--- src/rtl/seg_bus_decoder.sv ---
// rtl/seg_bus_decoder.sv - receive side of the multiplexed 7-segment bus, rebuilds per-digit BCD
// Optional feature macro: SEG_DP_CAPTURE_EN (decimal point capture into dp_out)
module seg_bus_decoder #(
   parameter int NUM_DIG    = 8,
   parameter int STABLE_CYC = 4
) (
   input  logic                   clk,
   input  logic                   rst,
   input  logic [NUM_DIG-1:0]     an_n,
   input  logic [7:0]             seg_n,
   input  logic                   err_clr,
   output logic [4*NUM_DIG-1:0]   digits,
   output logic [NUM_DIG-1:0]     dig_valid,
   output logic                   upd,
   output logic [2:0]             upd_idx,
   output logic                   frame_done,
   output logic                   anode_err,
   output logic [NUM_DIG-1:0]     dp_out
);

   // Sample word is {an_n, seg_n}; a change anywhere restarts the stability window.
   localparam int SW = NUM_DIG + 8;
   localparam logic [7:0] CNT_MAX = 8'(STABLE_CYC - 1);
   localparam logic [7:0] CNT_PRE = 8'(STABLE_CYC - 2);

   // Synchronizer and stability tracking state
   logic [SW-1:0]          sync1_q;
   logic [SW-1:0]          sync2_q;
   logic [SW-1:0]          prev_q;
   logic [7:0]             cnt_q, cnt_d;

   // Architectural output state
   logic [4*NUM_DIG-1:0]   digits_q, digits_d;
   logic [NUM_DIG-1:0]     valid_q, valid_d;
   logic [NUM_DIG-1:0]     seen_q, seen_d;
   logic                   upd_q, upd_d;
   logic [2:0]             idx_q, idx_d;
   logic                   frame_q, frame_d;
   logic                   err_q, err_d;

   logic [SW-1:0]          sample;
   logic [NUM_DIG-1:0]     an_s;
   logic                   same;
   logic                   window_hit;
   logic [3:0]             low_cnt;
   logic [2:0]             low_idx;
   logic                   commit;
   logic                   multi_low;
   logic [3:0]             dec_val;
   logic [NUM_DIG-1:0]     hit_mask;
   logic [NUM_DIG-1:0]     seen_or;

   // Number of asserted (low) anode enables
   function automatic logic [3:0] count_low(input logic [NUM_DIG-1:0] an);
      logic [3:0] n;
      n = '0;
      for (int i = 0; i < NUM_DIG; i++) begin
         if (!an[i]) n = n + 4'd1;
      end
      return n;
   endfunction

   // Position of the low anode enable (meaningful only when exactly one is low)
   function automatic logic [2:0] find_low(input logic [NUM_DIG-1:0] an);
      logic [2:0] p;
      p = '0;
      for (int i = 0; i < NUM_DIG; i++) begin
         if (!an[i]) p = 3'(i);
      end
      return p;
   endfunction

   // Inverse of the BCD-to-segment encoder; blank maps to F, anything unknown to E
   function automatic logic [3:0] decode_seg(input logic [6:0] s);
      logic [3:0] v;
      case (s)
         7'h40:   v = 4'h0;
         7'h79:   v = 4'h1;
         7'h24:   v = 4'h2;
         7'h30:   v = 4'h3;
         7'h19:   v = 4'h4;
         7'h12:   v = 4'h5;
         7'h02:   v = 4'h6;
         7'h78:   v = 4'h7;
         7'h00:   v = 4'h8;
         7'h10:   v = 4'h9;
         7'h7F:   v = 4'hF;
         default: v = 4'hE;
      endcase
      return v;
   endfunction

   assign sample  = sync2_q;
   assign an_s    = sample[SW-1:8];
   assign same    = (sample == prev_q);
   assign low_cnt = count_low(an_s);
   assign low_idx = find_low(an_s);
   assign dec_val = decode_seg(sample[6:0]);

   // The window is hit exactly once: on the sample that takes the counter to CNT_MAX.
   // Afterwards the counter saturates, so a steady bus never re-commits.
   assign window_hit = same && (cnt_q == CNT_PRE);
   assign commit     = window_hit && (low_cnt == 4'd1);
   assign multi_low  = window_hit && (low_cnt >= 4'd2);
   assign hit_mask   = commit ? ~an_s : '0;
   assign seen_or    = seen_q | hit_mask;

   // Saturating stability counter; any difference between samples restarts it
   always_comb begin
      cnt_d = '0;
      if (same) begin
         cnt_d = (cnt_q == CNT_MAX) ? cnt_q : cnt_q + 8'd1;
      end
   end

   // Next-state for decoded digits, valid flags, frame tracking and the anode error flag
   always_comb begin
      digits_d = digits_q;
      valid_d  = valid_q;
      seen_d   = seen_q;
      upd_d    = commit;
      idx_d    = idx_q;
      frame_d  = 1'b0;
      err_d    = err_q;
      if (err_clr) begin
         err_d = 1'b0;
      end
      if (multi_low) begin
         err_d = 1'b1;
      end
      if (commit) begin
         idx_d   = low_idx;
         valid_d = valid_q | hit_mask;
         for (int i = 0; i < NUM_DIG; i++) begin
            if (hit_mask[i]) digits_d[4*i +: 4] = dec_val;
         end
         if (&seen_or) begin
            frame_d = 1'b1;
            seen_d  = '0;
         end else begin
            seen_d  = seen_or;
         end
      end
   end

   // Two-flop synchronizer plus previous-sample register; idle bus is all ones
   always_ff @(posedge clk or posedge rst) begin
      if (rst) begin
         sync1_q <= '1;
         sync2_q <= '1;
         prev_q  <= '1;
         cnt_q   <= '0;
      end else begin
         sync1_q <= {an_n, seg_n};
         sync2_q <= sync1_q;
         prev_q  <= sample;
         cnt_q   <= cnt_d;
      end
   end

   // Registered outputs
   always_ff @(posedge clk or posedge rst) begin
      if (rst) begin
         digits_q <= '1;
         valid_q  <= '0;
         seen_q   <= '0;
         upd_q    <= 1'b0;
         idx_q    <= '0;
         frame_q  <= 1'b0;
         err_q    <= 1'b0;
      end else begin
         digits_q <= digits_d;
         valid_q  <= valid_d;
         seen_q   <= seen_d;
         upd_q    <= upd_d;
         idx_q    <= idx_d;
         frame_q  <= frame_d;
         err_q    <= err_d;
      end
   end

`ifdef SEG_DP_CAPTURE_EN
   logic [NUM_DIG-1:0] dp_q;

   // Capture the decimal point of the committed digit (seg_n[7] is active low)
   always_ff @(posedge clk or posedge rst) begin
      if (rst) begin
         dp_q <= '0;
      end else begin
         for (int i = 0; i < NUM_DIG; i++) begin
            if (hit_mask[i]) dp_q[i] <= ~sample[7];
         end
      end
   end

   assign dp_out = dp_q;
`else
   assign dp_out = '0;
`endif

   assign digits     = digits_q;
   assign dig_valid  = valid_q;
   assign upd        = upd_q;
   assign upd_idx    = idx_q;
   assign frame_done = frame_q;
   assign anode_err  = err_q;

endmodule

--- config.mk ---
export PLATFORM = sky130hd
export DESIGN_NAME = seg_bus_decoder
export DESIGN_NICKNAME = d
export VERILOG_FILES = /design/src/rtl/seg_bus_decoder.sv
export SDC_FILE = /design/constraint.sdc
export NUM_CORES = 1
export LEC_CHECK = 0
export CORE_ASPECT_RATIO = 0.75
export CORE_MARGIN = 5
export CORE_UTILIZATION = 54
export DETAILED_ROUTE_END_ITERATION = 7
export PLACE_DENSITY_LB_ADDON = 0.12
export SLEW_MARGIN = 25
export SYNTH_ARGS = -nofsm -noshare
export SYNTH_HDL_FRONTEND = slang
export SYNTH_SLANG_ARGS = --single-unit
--- constraint.sdc ---
create_clock -name clk -period 6.4 [get_ports clk]
set_clock_uncertainty 0.15 [all_clocks]
set_input_delay 1.92 -clock clk [delete_from_list [all_inputs] [get_ports clk]]
set_output_delay 1.92 -clock clk [all_outputs]
set_load 0.05 [all_outputs]
Word-level counts from Yosys, hierarchy flattened. Cells that the tools add are included. W data, S select, Z words.

Word-level logic and storage cells: 83. Output and inout bits: 54. Register bits: 110. Input bits: 19.

Bitwise logic cells: 3. $add $sub $neg: 8. Order comparisons: 1. Multiplexer cells: 24. Reduce and logical (&&, ||, !) cells: 14. Equality and inequality tests: 15.

Operators by type and width (number): $pmux W4 S11 (1); $mux W8 (4); $add A4 B1 Y4 const B (7); $eq A7 B7 Y1 const B (4); $mux W4 (7); $eq A7 B5 Y1 const B (3); $mux W3 (6); $eq A16 B16 Y1 (1); $eq A8 B2 Y1 const B (2); $or A8 B8 Y8 (2); $reduce_and A2 Y1 (8); $eq A7 B6 Y1 const B (2); $add A8 B1 Y8 const B (1); $not A8 Y8 (1); $reduce_and A8 Y1 (1); $eq A7 B2 Y1 const B (1); $logic_not A7 Y1 (1); $mux W1 (6); $eq A4 B1 Y1 const B (1); $ge A4 B2 Y1 const B (1); $logic_and A1 B1 Y1 (3); $ne A2 B2 Y1 const B (1); $reduce_bool A2 Y1 (1).

Logic depth before layout (Yosys ltp).
Word-level depth: 22. Mapped depth: 23. Mapped depth without buffers: 23.

Worst setup path before layout. Ideal clock, no wire load.

Path kind: register -> register. Start: register sync2_q[8], in the netlist sample[8]. End: register idx_q[0], in the netlist upd_idx[0]. Required time: 6.125 ns. Slack: 0.832 ns. Buffers on the path: 1. Stages on the path, launching flop included: 24. Data arrival time: 5.293 ns. Period minus slack after synthesis: 5.568 ns. Setup time: 0.125 ns. Cell sequence: dfstp_2 -> inv_1 -> ha_1 -> and2_1 -> or2_2 -> ha_1 -> nor2_1 -> nor2_1 -> ha_1 -> mux2_2 -> ha_1 -> o32a_1 -> and2_1 -> ha_1 -> nor2b_1 -> a31oi_1 -> inv_1 -> ha_1 -> xor2_1 -> xnor3_1 -> nand3_2 -> a2111o_1 -> buf_6 -> mux2_4.

Longest elaborated chain between the ends: 17. Elaborated cells on any way between the ends: 19. Classes of those cells: add/sub: 7; eq/ne: 2; mux: 8; reduce/logical: 2.

RTL lines: start, declared (line 28) `logic [SW-1:0] sync2_q;`; start signal, assigned (line 155) `sync2_q <= sync1_q;`; $mux W1 (line 58) `if (!an[i]) n = n + 4'd1;`; $add A4 B1 Y4 (line 58); $mux W4 (line 58); $add A4 B1 Y4 (line 58); $mux W4 (line 58); $add A4 B1 Y4 (line 58); $mux W4 (line 58); $add A4 B1 Y4 (line 58); $mux W4 (line 58); $add A4 B1 Y4 (line 58); $mux W4 (line 58); $add A4 B1 Y4 (line 58); $mux W4 (line 58); $add A4 B1 Y4 (line 58); $mux W4 (line 58); $eq A4 B1 Y1 (line 103) `assign commit = window_hit && (low_cnt == 4'd1);`; $logic_and A1 B1 Y1 (*) (line 103); end signal, assigned (line 176) `idx_q <= idx_d;`; end, declared (line 37) `logic [2:0] idx_q, idx_d;`.

Mark *: on every way between the ends. The rest lies on a longest branch, timed or not. A chain may end at the register's enable or synchronous reset.

Worst setup path after layout.
Start: register sync2_q[8], in the netlist sample[8]. End: register idx_q[1], in the netlist upd_idx[1].

The elaborated chain is that of the path after synthesis.

==> impl_metrics.env <==
export IMPL_result_of_the_run="completed"
export IMPL_groute_usage_overall_pct=18.18
export IMPL_criticalPathCategory="reg2reg"
export IMPL_place_detailed_hpwl_um=6690
export IMPL_starting_utilization_of_the_core_area_pct=55.65
export IMPL_cts_reportedPaths_clkPinSlew_ns=0.07
export IMPL_rsz_0062_raised_after_global_routing="false"
export IMPL_routed_wl_um=9541
export IMPL_most_used_flip_flop_cell_after_synthesis="dfstp_2"
export IMPL_io_pins=73
export IMPL_max_root_sink_buffers=2
export IMPL_h_tree_depth=3
export IMPL_post_cts_hold_buffer_count=0
export IMPL_pwr_density_cell_mw_per_mm2=244.8
export IMPL_total_power_mw=1.483
export IMPL_layout_drive_gt1_share_pct=28.57
export IMPL_finalMaxSlewViolations=0
export IMPL_die_height_um=93.97
export IMPL_wl_per_cell_um=15.98
export IMPL_die_w_um=122.0
export IMPL_fin_crit_ns=6.039
export IMPL_die_area_mm2=0.01146
export IMPL_cp_top_family="adder cells"
export IMPL_cts_post_setup_buffers_inserted=0
export IMPL_antenna_violations_before_repair=0
export IMPL_globalplace_congestion=0.7903
export IMPL_power_ir_vdd_worst_v=0.0001439
export IMPL_vias_in_the_first_global_route=3179
export IMPL_cap_viol_max_count=0
export IMPL_cts_sinks=110
export IMPL_cts_root_buf="clkbuf_16"
export IMPL_worst_endpoint_arrival_ns=6.12
export IMPL_final_setup_tns_ns=0
export IMPL_max_slew_worst_pin_slew_ns=0.7831
export IMPL_total_of_warnings_raised_by_yosys=0
export IMPL_clock_tree_from_tritoncts="yes"
export IMPL_dr_total_vias=3102
export IMPL_synth_async_reset_ratio_pct=100.0
export IMPL_synth_edf_count=0
export IMPL_crit_reg2reg_launch="sample[8]"
export IMPL_synth_cell_type_count=61
export IMPL_num_nets_final=492
export IMPL_ys_ff_latch=110
export IMPL_fin_crit_sh_pct=94.35
export IMPL_area_growth_pct=19.37
export IMPL_cp_end_kind="flip-flop"
export IMPL_finalSetupViolations=0
export IMPL_timing_hold_worst_class="reg2reg"
export IMPL_grt_max_degree=82
export IMPL_synth_area_per_cell_um2=12.56
export IMPL_cell_occurring_most_often_along_the_worst_timing_path="ha_1"
export IMPL_setup_worst_path_start="sample[8]"
export IMPL_antennaDiodeCount=0
export IMPL_drt_pass1_iterations=4
export IMPL_layout_filler_cells=700
export IMPL_fp_coreArea_mm2=0.009121
export IMPL_timing_final_hold_violations=0
export IMPL_netlist_area_mm2=0.005076
export IMPL_leakagePower_nw=2.409
export IMPL_relSlewSlack_pct=47.55
export IMPL_clock_latency_of_the_later_clocked_register_in_the_worst_skew_pair_ns=0.35
export IMPL_crit_fanout=11
export IMPL_stage_delay_of_the_slowest_cell_on_the_critical_path_ns=0.63
export IMPL_grt_pass1_wl_um=16100
export IMPL_slowest_stage="a2111o_1"
export IMPL_post_route_drc_count=0
export IMPL_port_buffers=64
export IMPL_post_drt_via_cell_ratio=5.196
export IMPL_fmax_mhz=165.6
export IMPL_grt_remaining_overflow=0
export IMPL_path_cells="inv_1, ha_1, and2_1, or2_2, ha_1, nor2_1, nor2_1, ha_1, mux2_2, ha_1, o32a_1, and2_1, ha_1, nor2b_1, a31oi_1, inv_1, ha_1, xor2_1, xnor3_1, nand3_2, a2111o_1, mux2_4"
export IMPL_row_count=30
export IMPL_required_ns=6.49
export IMPL_hp_start="sync1_q[4]"
export IMPL_drt_iter0_markers=133
export IMPL_path_buf_inv=2
export IMPL_kind_of_start_point_of_the_critical_path="flip-flop"
export IMPL_synth_seq_area_share_pct=56.20
export IMPL_drtAntennaViolNets=0
export IMPL_cts_repair_resize_count=0
export IMPL_synthesis_instances=404
export IMPL_total_clock_buffers_created_by_cts=9
layer usage:
metal | vias to the layer above | wire [µm] | global-route usage, %
met4 | 0 | 78 | 3.545
met3 | 8 | 486 | 6.683
met2 | 69 | 4251 | 26.88
met5 | - | 0 | 0
li1 | 1469 | - | -
met1 | 1556 | 4724 | 25.93
final cells by class:
type | count | area (µm²) | area share, %
Clock buffer | 10 | 239.0 | 3.944
Clock inverter | 6 | 52.55 | 0.8672
Inverter | 45 | 173.9 | 2.870
Multi-Input combinational cell | 231 | 1918 | 31.65
Sequential cell | 110 | 2853 | 47.08
Tap cell | 128 | 160.2 | 2.643
Timing Repair Buffer | 67 | 663.1 | 10.94
per-stage QoR:
stage | util (%) | area, µm² | hold slack, ns | instances | setup WS, ns
4_1_cts | 66.41 | 6057 | 0.2075 | 597 | 0.3573
3_3_place_gp | 63.21 | 5766 | 0.1959 | 581 | 0.5365
3_5_place_dp | 63.21 | 5766 | 0.1968 | 581 | 0.3700
6_report | 66.43 | 6060 | 0.2066 | 597 | 0.3614
2_1_floorplan | - | 5102 | 0.1952 | 411 | 0.8322
5_1_grt | 66.43 | 6060 | 0.2090 | 597 | 0.03487
synth_stat cells (7+ instances only):
library cell,instances,share of area (%)
mux2i_1,32,6.3
nor3_1,7,0.69
dfstp_2,80,41
nor2_1,15,1.1
ha_1,9,2.2
dfrtp_1,30,15
xor2_1,23,4.0
buf_4,8,1.2
nand3_1,7,0.69
nor3_4,7,2.2
nand2_1,12,0.89
inv_1,45,3.3
a211o_1,7,1.2
or2_2,10,1.2
o22a_1,8,1.4
placed cells by master (no fill, tap or decap), types with 9 or more instances in the layout:
master           synthesis  layout
nand2_1                 12      12
inv_1                   45      44
nor2_1                  15      15
ha_1                     9       9
dfrtp_1                 30      30
clkdlybuf4s50_1          0      64
or2_2                   10      10
xor2_1                  23      23
dfstp_2                 80      80
clkbuf_16                0       9
mux2i_1                 32      32
flip-flops by register name, summed over array words and instances, names as in the netlist, 3 cells and up:
register   cells
sync1_q       16
digits        32
sample        16
cnt_q          8
prev_q        16
upd_idx        3
seen_q         8
dig_valid      8
worst paths after layout:
| path | slack [ns] | to | cells after the start |
|---|---|---|---|
| min in group asynchronous | 1.93 | dig_valid[7] | 2 |
| worst max-delay path | 0.36 | upd_idx[1] | 22 |
| worst min register to register | 0.21 | sample[4] | 0 |
| worst max register to register | 0.36 | upd_idx[1] | 22 |
| max in group asynchronous | 3.29 | prev_q[9] | 3 |
| worst min-delay path | 0.21 | sample[4] | 0 |
power by group:
| group | switching [mW] | internal [mW] | total (mW) |
|---|---|---|---|
| combinational | 0.119 | 0.0813 | 0.201 |
| sequential | 0.0182 | 0.724 | 0.742 |
| clock | 0.259 | 0.282 | 0.540 |
cells by family after synthesis:
logic type / Yosys count / synth area share [%]
DFF: 110 / 56.20
and+or+nand+nor: 98 / 12.97
buffers and inverters: 70 / 6.630
AOI/OAI and AO/OA: 44 / 6.557
muxes: 37 / 7.567
xor gates and xnor gates: 35 / 7.789
adders and majority gates: 9 / 2.218
other: 1 / 0.07388
worst register-to-register path, delay by kind of cell, from the launching register on:
family,cells,cell delay (ns)
xor+xnor,2,0.41
compound gates,3,1.19
fa+ha+maj,6,1.61
flops,1,0.58
buf+inv,2,0.16
mux,2,0.64
simple gates,7,1.18
Power figures use the tool's default switching activity.
